<file path="src/rtl/gray_dekoder_pipe.sv">
// Gray-to-binary decode stage with error flagging and a saturating error counter; 1-cycle latency,
// full throughput, o_ready = !o_valid || i_ready. Step check guarded by macro GRAY_STEP_CHK_EN.
module gray_dekoder_pipe #(
   parameter int LEN   = 4,
   parameter int CNT_W = 8
) (
   input  logic             i_clk,
   input  logic             i_rst_n,
   input  logic             i_valid,
   output logic             o_ready,
   input  logic [LEN-1:0]   i_gray,
   output logic             o_valid,
   input  logic             i_ready,
   output logic [LEN-1:0]   o_data,
   output logic             o_err,
   output logic             o_step_err,
   output logic [CNT_W-1:0] o_err_cnt,
   input  logic             i_clr_cnt
);
   logic             r_valid;
   logic [LEN-1:0]   r_data;
   logic             r_err;
   logic [CNT_W-1:0] r_err_cnt;
   logic             w_ready;
   logic             w_accept;
   logic             w_is_err;
   logic [LEN-1:0]   w_bin;
   logic [LEN-1:0]   w_word;

   assign w_ready  = !r_valid || i_ready;
   assign w_accept = i_valid && w_ready;
   assign w_is_err = i_gray[LEN-1];

   // Each binary bit is the XOR of all Gray bits at or above it.
   always_comb begin
      w_bin = '0;
      for (int i = 0; i < LEN; i++) begin
         w_bin[i] = ^(i_gray >> i);
      end
   end

   assign w_word = w_is_err ? '1 : w_bin;

   always_ff @(posedge i_clk) begin
      if (!i_rst_n) begin
         r_valid   <= 1'b0;
         r_data    <= '0;
         r_err     <= 1'b0;
         r_err_cnt <= '0;
      end else begin
         if (w_accept) begin
            r_valid <= 1'b1;
            r_data  <= w_word;
            r_err   <= w_is_err;
         end else if (i_ready) begin
            r_valid <= 1'b0;
         end
         // Clear wins over a simultaneous error increment.
         if (i_clr_cnt) begin
            r_err_cnt <= '0;
         end else if (w_accept && w_is_err && (r_err_cnt != '1)) begin
            r_err_cnt <= r_err_cnt + CNT_W'(1);
         end
      end
   end

`ifdef GRAY_STEP_CHK_EN
   logic [LEN-1:0] r_prev;
   logic           r_have_prev;
   logic           r_step_err;
   logic [LEN-1:0] w_diff;
   logic           w_one_hot;

   assign w_diff    = i_gray ^ r_prev;
   assign w_one_hot = (w_diff != '0) && ((w_diff & (w_diff - LEN'(1))) == '0);

   always_ff @(posedge i_clk) begin
      if (!i_rst_n) begin
         r_prev      <= '0;
         r_have_prev <= 1'b0;
         r_step_err  <= 1'b0;
      end else if (w_accept) begin
         r_step_err <= !w_is_err && r_have_prev && !w_one_hot;
         // Error words never become the reference for the next step.
         if (!w_is_err) begin
            r_prev      <= i_gray;
            r_have_prev <= 1'b1;
         end
      end
   end

   assign o_step_err = r_step_err;
`else
   assign o_step_err = 1'b0;
`endif

   assign o_ready   = w_ready;
   assign o_valid   = r_valid;
   assign o_data    = r_data;
   assign o_err     = r_err;
   assign o_err_cnt = r_err_cnt;
endmodule

</file>
<file path="config.mk">
export PLATFORM = sky130hd
export DESIGN_NAME = gray_dekoder_pipe
export DESIGN_NICKNAME = d
export VERILOG_FILES = /design/src/rtl/gray_dekoder_pipe.sv
export SDC_FILE = /design/constraint.sdc
export NUM_CORES = 1
export LEC_CHECK = 0
export ABC_AREA = 0
export CAP_MARGIN = 30
export CORE_MARGIN = 1.5
export CORE_UTILIZATION = 40
export CTS_BUF_LIST = sky130_fd_sc_hd__clkbuf_4
export DETAILED_ROUTE_END_ITERATION = 10
export GPL_ROUTABILITY_DRIVEN = 0
export HOLD_SLACK_MARGIN = 0.02
export PLACE_DENSITY_LB_ADDON = 0.1
export SETUP_SLACK_MARGIN = 0.15
export SLEW_MARGIN = 20
export SYNTH_ARGS = -nofsm -noshare
export SYNTH_HDL_FRONTEND = slang
export SYNTH_SLANG_ARGS = --single-unit
</file>
<file path="constraint.sdc">
create_clock -name i_clk -period 1.5 [get_ports i_clk]
set_input_delay 0.3 -clock i_clk [delete_from_list [all_inputs] [get_ports i_clk]]
set_output_delay 0.3 -clock i_clk [all_outputs]
set_load 0.01 [all_outputs]
</file>
==> run metrics <==
P_leak 0.530 nW; Setup CP Type flip-flop to flip-flop; multi-input logic area 440 um^2; vias in the first global route 679; Data arrival, critical path 1690 ps; area leader, netlist dfxtp_1; Ys Warns 0; via count 747; detailed-route vias per instance 5.41; internal power 550 uW; Net Sw Frac 0.256; TritonCTS buffer count 3; Synthesized Nets 86; Reg2Reg Capture Point o_err_cnt[3]; number of register bits inferred by synthesis 13; pin count of the biggest net entering global routing 10; sequential share of power 0.488; Total Nets Final 134; Gate Count Post-Synth 75; top cell type's share of synthesized area 0.386; Post-Synth Adder-Cell Area 0.0371; synth top area cells dfxtp_1 (39%), a21oi_1 (3.7%), a31oi_1 (3.7%); FF-to-FF setup slack 20 ps; DRT antenna net count 0; CP startpoint o_err_cnt[0]; Root Driver clkbuf_4; Overall Global Routing Usage 0.209; CTS tree built; initial core utilization 0.438; syn avg cell area 8.99 um^2; maximum vdd drop 0.694 mV; number of remaining DRC errors 0; H-tree level count 1; Compound-Gate Fraction of Synth Area 0.215; Chip Height 44.1 um; fin. max-slew vios 0; grt ovf 0; fin crit period 1480 ps; IO buf count 23; area delta synth->final 72.9%; # diodes 0; CP Capture Type flip-flop; Placement Setup Slack -366 ps; row cnt 14; Hold Fails Final Rpt 0; Distinct cells, synth 36; Req. time, crit path 1710 ps; Tightest Hold Check Type flip-flop to flip-flop; first-pass GRT wire length 2.95 mm; Finished Cell Area 1170 um^2; Max Fclk 0.677 GHz; deepest clock path buffer count 2; Synth Area in Simple Gates 0.267; # hold bufs at CTS 0; dpl cells 128; Post-Syn Area 674 um^2; Routed WL 1.92 mm; largest family of logic cells by synthesized area simple AND/OR/NAND/NOR gates; Final period util 0.985; R2R Path Start o_err_cnt[0]; CTS Sinks 13; Worst setup endpoint o_err_cnt[3]; RSZ-0062 raised after global routing yes; register area 269 um^2; DPL Wire Length 1.31 mm; Critical Path Fanout Max 6; post-synthesis xor/xnor area fraction 0.0390; number of I/O pins 25; width of the die 44.1 um; total core area 1540 um^2; Reg2Reg Depth 5; Post-Route Skew 8.52 ps; clock share of power 0.330; Cell Chain, Critical Path ha_4 -> and4_4 -> and4_4 -> or4_4 -> a21oi_2; switching pwr 189 uW; outcome completed; antenna violations before repair 0; drt pass-1 iters 4; die area 1940 um^2; Post-Route Utilization 0.756; slowest stage delay, CP 420 ps; DRT iter0 DRCs 21; Comb pwr share 0.182; Fillers 117; Critical Path Slowest Stage Cell or4_4; Cell Count, Final, Fillers Out 138; Post-DP Area 1050 um^2; max-capacitance violation count 0; smallest setup slack after layout 22.6 ps; Final Setup Violations 0; post-synthesis mux area share 0; cell mode on critical path and4_4; share of layout cells above drive strength 1 0.434; Worst-path clk slew 90 ps; Avg WL per Cell 13.9 um; Skew-Pair Late Insertion Delay 280 ps; Power per Cell Area 634 nW/um^2; sequential element share of the synthesized area 0.386; Worst Setup Start Kind flip-flop
## per-stage QoR
step | power, mW | hold slack [ps] | setup TNS (ps)
5_1_grt | 0.769 | 549 | -26.9
2_1_floorplan | 0.426 | 418 | 0
4_1_cts | 0.735 | 503 | 0
3_3_place_gp | 0.504 | 490 | -2290
3_5_place_dp | 0.507 | 510 | -2730
6_report | 0.739 | 514 | 0
## Yosys cell counts, drive strengths merged
master / number
o211a: 1
dfxtp: 13
nor4: 1
and2: 1
nand4: 1
nand3: 5
a311oi: 2
nand2b: 1
conb: 1
o21ai: 4
clkbuf: 1
and3: 2
nand2: 4
nor2b: 3
a21oi: 5
clkinv: 1
xor2: 1
a211oi: 1
buf: 3
or4: 1
inv: 2
o21a: 2
nor3: 1
and4: 2
ha: 2
o31ai: 1
nor2: 3
and4b: 1
a41oi: 2
xnor2: 2
or3: 1
a31oi: 4
## cell type report
class                   instances  share of cell area
flip-flops and latches         13               0.231
repair buffers                 47               0.337
well taps                      16              0.0172
multi-input cells              55               0.378
clock buffers                   4              0.0258
inverters                       3              0.0118
## power groups by stage
stage / Sequential, mW / Combinational, mW / Clock, mW
after CTS: 0.361 / 0.130 / 0.244
after floorplan: 0.375 / 0.0507 / 0
final: 0.361 / 0.135 / 0.244
after global routing: 0.362 / 0.147 / 0.260
after global placement: 0.369 / 0.135 / 0
after detailed placement: 0.370 / 0.137 / 0
## worst max-delay path, delay by kind of cell (launching register included)
| kind | cells | cell delay, ps |
|---|---|---|
| flip-flops | 1 | 360 |
| adder cells (fa/ha/maj) | 1 | 150 |
| AND/OR/NAND/NOR | 3 | 770 |
| AO/OA/AOI/OAI | 1 | 120 |
## worst min path at each step
stage,from,slack [ps],to,cells past startpoint
after floorplan,i_rst_n,420,o_valid,1
after global placement,o_data[2],490,o_data[2],1
after detailed placement,o_data[2],510,o_data[2],1
after CTS,o_err_cnt[3],500,o_err_cnt[3],2
after global routing,o_data[2],550,o_data[2],1
final,o_data[2],510,o_data[2],1
## cell families after synthesis
kind of cell	after synthesis
AO/OA/AOI/OAI	22
adder cells (fa/ha/maj)	2
XOR/XNOR	3
other	1
AND/OR/NAND/NOR	27
flip-flops	13
buffers and inverters	7
## placed cells by master, fill, tap and decap left out, types with 2 or more instances in the layout
cell / Yosys / final
a21oi_1: 5 / 3
clkbuf_4: 0 / 4
nand3_1: 4 / 4
nor2b_1: 2 / 2
and4_4: 2 / 2
inv_1: 2 / 2
nor2_2: 0 / 2
o21ai_0: 4 / 4
clkdlybuf4s50_1: 0 / 5
nand2_1: 4 / 3
xnor2_1: 2 / 2
a21oi_2: 0 / 2
dlygate4sd2_1: 0 / 15
buf_4: 2 / 21
a31oi_1: 4 / 3
dfxtp_2: 0 / 4
clkbuf_2: 0 / 2
a41oi_1: 2 / 2
dfxtp_1: 13 / 8
o21a_1: 2 / 2
a311oi_1: 2 / 2
buf_6: 0 / 3
## what timing repair did
item,in CTS,in global routing
pin swaps,5,2
buffers inserted,4,2
gates resized for setup,28,14
hold endpoints to repair,0,0
endpoints found under the setup margin,25,10
## metal layers
layer | track usage | vias to the layer above | wire, um
li1 | - | 378 | -
met1 | 0.256 | 339 | 822
met2 | 0.335 | 26 | 973
met3 | 0.0286 | 4 | 91
met4 | 0.152 | 0 | 34
met5 | 0 | - | 0
## sequential cells by signal, summed over array words and instances, names as in the netlist
register   count
o_err_cnt      8
o_data         4
o_valid        1
Note: power is estimated with default switching activity, not from simulation.
==> edit 1, RTL diff (same flow settings) <==
The option `GRAY_STEP_CHK_EN` is turned on by a define.
--- a/src/rtl/gray_dekoder_pipe.sv
+++ b/src/rtl/gray_dekoder_pipe.sv
@@ -2,2 +2,4 @@
 // full throughput, o_ready = !o_valid || i_ready. Step check guarded by macro GRAY_STEP_CHK_EN.
+`define GRAY_STEP_CHK_EN
+
 module gray_dekoder_pipe #(
Check against the original RTL: not equivalent (Yosys sat finds a counterexample within 4 cycles, from zero or initial values and one cycle with i_rst_n low).
==> edit 1 against the original RTL <==
  * Wire length is 26% higher
  * Design area grew 23%
  * Sequential cell count grew 5
  * Die area up 26%
  * Area after synthesis rose by 28%
  * Maximum frequency decreased by 1.5%
  * Non-clock buffer count is 2 higher
  * Power up 28%
  * Setup slack worse by 0.022 ns
==> edit 1: results (changes against the original RTL) <==
Timing
The final-layout worst hold slack came to 0.4891 ns (-0.02493 ns). The final worst clock skew is 0.003949 ns (-0.004570 ns). The final critical-path setup slack is 0.0002082 ns (-0.02239 ns).

Min path
The worst hold path begins at o_step_err$_SDFFE_PN0P_. The worst hold endpoint is o_step_err$_SDFFE_PN0P_.

Synthesis
The unique cell type count in the Yosys netlist is 33 (-8.3%). Sorting the synthesized cells by area gives the leading types as sky130_fd_sc_hd__dfxtp_1 42%, sky130_fd_sc_hd__xnor2_1 7.1%, sky130_fd_sc_hd__a21oi_1 6.4%, sky130_fd_sc_hd__nor2_1 4.3%, sky130_fd_sc_hd__mux2i_1 3.5%. The cell count after synthesis came to 98 (+31%).

The synthesized net count came to 109 (+27%). The register bit count reported by yosys is 18 (+5).

Final layout
The clock buffer and inverter area fraction after layout is 0.01829 (-0.007458). The count of non-filler cells in the finished layout is 175 (+27%). The post-route cell area is 1436 µm² (+23%). The area share of buffers outside the clock network came to 0.2866 (-0.05032). The final net count was 160 (+19%). The number of non-clock buffers is 49 (+4.3%). The number of multi-input combinational cells in the layout is 70 (+27%).

Run status
The flow ran to the end, and the final reports show no timing, DRC or antenna violations.

Setup path
The peak per-stage delay on the critical path is 0.47 ns (+0.05 ns). The worst register-to-register path begins at o_err_cnt[1]$_SDFFE_PP0P_. The worst reg2reg path depth was 6 (+1).

Pwr
The maximum resistive drop on vdd is 0.0004842 V (-30%). The sequential logic power is 0.505 mW (+40%). The standby leakage power was 0.5742 nW (+8.3%). The combinational fraction of design power is 0.192 (+0.010).

Place
The placed wire-length estimate after detailed placement is 1.666 mm (+28%). The number of placed instances, taps included is 167 (+30%). The placement-stage cell area came to 1286 µm² (+22%).

Global route
The largest net degree at the start of global routing is 11 (+1). The met1 track demand over resource in global routing is 0.3008 (+0.04507). The global-route usage over all layers was 0.2181 (+0.008825).

Detailed routing
The number of vias after detailed routing is 906 (+21%). The detailed router's first-iteration violation count was 16 (-24%). The met2 wirelength from detailed routing was 1.112 mm (+14%). The amount of wire on met3 after detailed routing is 128 µm (+41%).

The met1 wire length is 1.148 mm (+40%).

CTS
The clock-pin slew on the worst setup and hold paths is 0.11 ns (+0.02 ns).
[edit 1: changes by cell type in the layout (fill, tap and decap cells not counted), sizes merged, moves of 3 or more]
cell,unedited run,this run
nor2,3,10
inv,3,6
a31oi,4,1
dfxtp,13,18
or4,1,4
o31ai,1,4
xnor2,2,7
a21oi,5,11
mux2i,0,3
[edit 1: cell families (layout without fill, tap and decap cells)]
family                   after synthesis  count (layout)  share of synthesized area
AO/OA/AOI/OAI                         26              26                     0.1812
XOR/XNOR                               8               8                    0.08116
adder cells (fa/ha/maj)                2               2                    0.02898
buffers and inverters                 10              60                    0.04926
flip-flops                            18              18                     0.4174
multiplexers                           3               3                    0.03478
AND/OR/NAND/NOR                       31              31                     0.2073
[edit 1: what timing repair did]
item                       in CTS  in global routing
hold buffers                    0                  0
gates resized for setup        41                 24
setup endpoints to repair      26                 15
cloned                          1                  0
pin swaps                       9                  5
setup buffers                   3                  0
==> edit 2, RTL diff (same settings) <==
Made on the original files. Register the output `o_err_cnt` once more, cleared by the reset; this adds one clock of latency there. The other outputs are not delayed to match.
--- a/src/rtl/gray_dekoder_pipe.sv
+++ b/src/rtl/gray_dekoder_pipe.sv
@@ -100,3 +100,9 @@
    assign o_err     = r_err;
-   assign o_err_cnt = r_err_cnt;
+   always_ff @(posedge i_clk) begin
+      if (!i_rst_n) begin
+         o_err_cnt <= '0;
+      end else begin
+         o_err_cnt <= r_err_cnt;
+      end
+   end
 endmodule
Check against the original RTL: not equivalent (Yosys sat finds a counterexample within 4 cycles, from zero or initial values and one cycle with i_rst_n low).
==> edit 2 against the original RTL <==
  * Sequential cell count increased by 8
  * Wire length decreased by 0.52%
  * Clock power increased by 15%
  * Area after synthesis increased by 29%
  * Power increased by 32%
  * Setup slack got worse by 0.0014 ns
  * Design area increased by 19%
  * Global-route usage decreased by 3.4 points
  * Largest power group unchanged
==> edit 2: results (changes against the original RTL) <==
Detailed routing
The number of vias after detailed routing is 822 (+10%). The detailed router's first-iteration violation count is 17 (-19%). The via-per-instance ratio is 4.922 (-9.1%).

Synthesis
The share of synthesized cell area in full adder, half adder and majority cells is 0.02874 (-0.008370). The synthesized net count is 108 (+26%). The compound-gate portion of the synthesized area is 0.1135 (-0.1017). The multiplexer area fraction after synthesis is 0.01149 (+0.01149). By area the synthesized netlist is led by sky130_fd_sc_hd__dfxtp_1 48%, sky130_fd_sc_hd__and2_1 5.0%, sky130_fd_sc_hd__nor2_1 4.7%, sky130_fd_sc_hd__a21oi_1 2.9%, sky130_fd_sc_hd__ha_1 2.9%.

The xor/xnor share of the synthesized area is 0.03017 (-0.008789). The unique cell type count in the Yosys netlist is 34 (-5.6%).

Place
The number of placed instances, taps included came to 160 (+25%). The placed wire-length estimate after detailed placement is 1.390 mm (+6.5%).

Pwr
The proportion of power drawn by the clock network is 0.287 (-0.043). The standby leakage power is 0.6007 nW (+13%). The sequential logic power is 0.569 mW (+58%).

The maximum resistive drop on vdd is 0.0004418 V (-36%).

Min path
The class of the tightest hold or removal check is in -> reg.

Global route
The met1 track demand over resource in global routing is 0.2294 (-0.02625). The largest net degree at the start of global routing is 12 (+2). The met2 track demand over resource is 0.3022 (-0.03307).

The met3 track demand over resource in global routing is 0.02727 (-0.001299). The global-route usage over all layers is 0.1755 (-0.03379). The global-route wire length before repair is 3.436 mm (+16%).

Timing
The final worst clock skew was 0.003815 ns (-0.004704 ns).

Final layout
The final net count is 152 (+13%). The share of final-layout standard cells stronger than drive strength 1 was 0.3500 (-0.08443). The share of the core filled with cells in the final layout is 0.6906 (-0.06587).

The number of fill cells came to 164 (+40%).

Run status
The flow ran to the end, and the final reports show no timing, DRC or antenna violations.

CTS
The clock-pin slew on the worst setup and hold paths is 0.11 ns (+0.02 ns).

Setup path
The critical-path maximum fanout came to 5 (-1).
==> edit 2: cell count changes in the layout (fill, tap and decap cells not counted), sizes merged, moves of 3 or more <==
cell	before	now
nor2	3	11
dfxtp	13	21
or3	1	5
nand3	5	2
and2	1	8
buf	24	20
inv	3	6
==> edit 2: layer usage <==
metal  share of wire  routed length (µm)
met5               0                   0
met4           0.013                  24
met3           0.043                  83
met2            0.47                 894
met1            0.48                 909
==> edit 2: area by class of cell <==
| class | instances | area share |
|---|---|---|
| clock buffers | 4 | 0.02172 |
| repair buffers | 43 | 0.2588 |
| well taps | 27 | 0.02443 |
| flip-flops and latches | 21 | 0.3195 |
| multi-input cells | 66 | 0.3593 |
| inverters | 6 | 0.01629 |
==> edit 2: through the flow <==
step                      hold WS, ns  setup WS (ns)  total power, mW
after global routing           0.4766       -0.02841            1.030
final                          0.4606        0.02122           0.9782
after CTS                      0.4584        0.02020           0.9872
after floorplan                0.4205        0.09543           0.6469
after detailed placement       0.4847        -0.3652           0.7260
after global placement         0.4764        -0.3210           0.7248
==> edit 2: path summary, 6_finish.rpt <==
check / slack (ns) / start / cells past startpoint / endpoint
min reg2reg: 0.48 / r_err_cnt[4]$_SDFFE_PP0P_ / 1 / r_err_cnt[4]$_SDFFE_PP0P_
max reg2reg: 0.02 / r_err_cnt[0]$_SDFFE_PP0P_ / 6 / r_err_cnt[5]$_SDFFE_PP0P_
max: 0.02 / r_err_cnt[0]$_SDFFE_PP0P_ / 6 / r_err_cnt[5]$_SDFFE_PP0P_
min: 0.46 / i_ready / 4 / o_valid$_SDFFE_PN0P_
==> edit 2: repair_timing <==
action                                  CTS  global route
endpoints found under the setup margin   27            13
gates resized for setup                  30            16
buffers inserted                          2             1
pin swaps                                 6             6
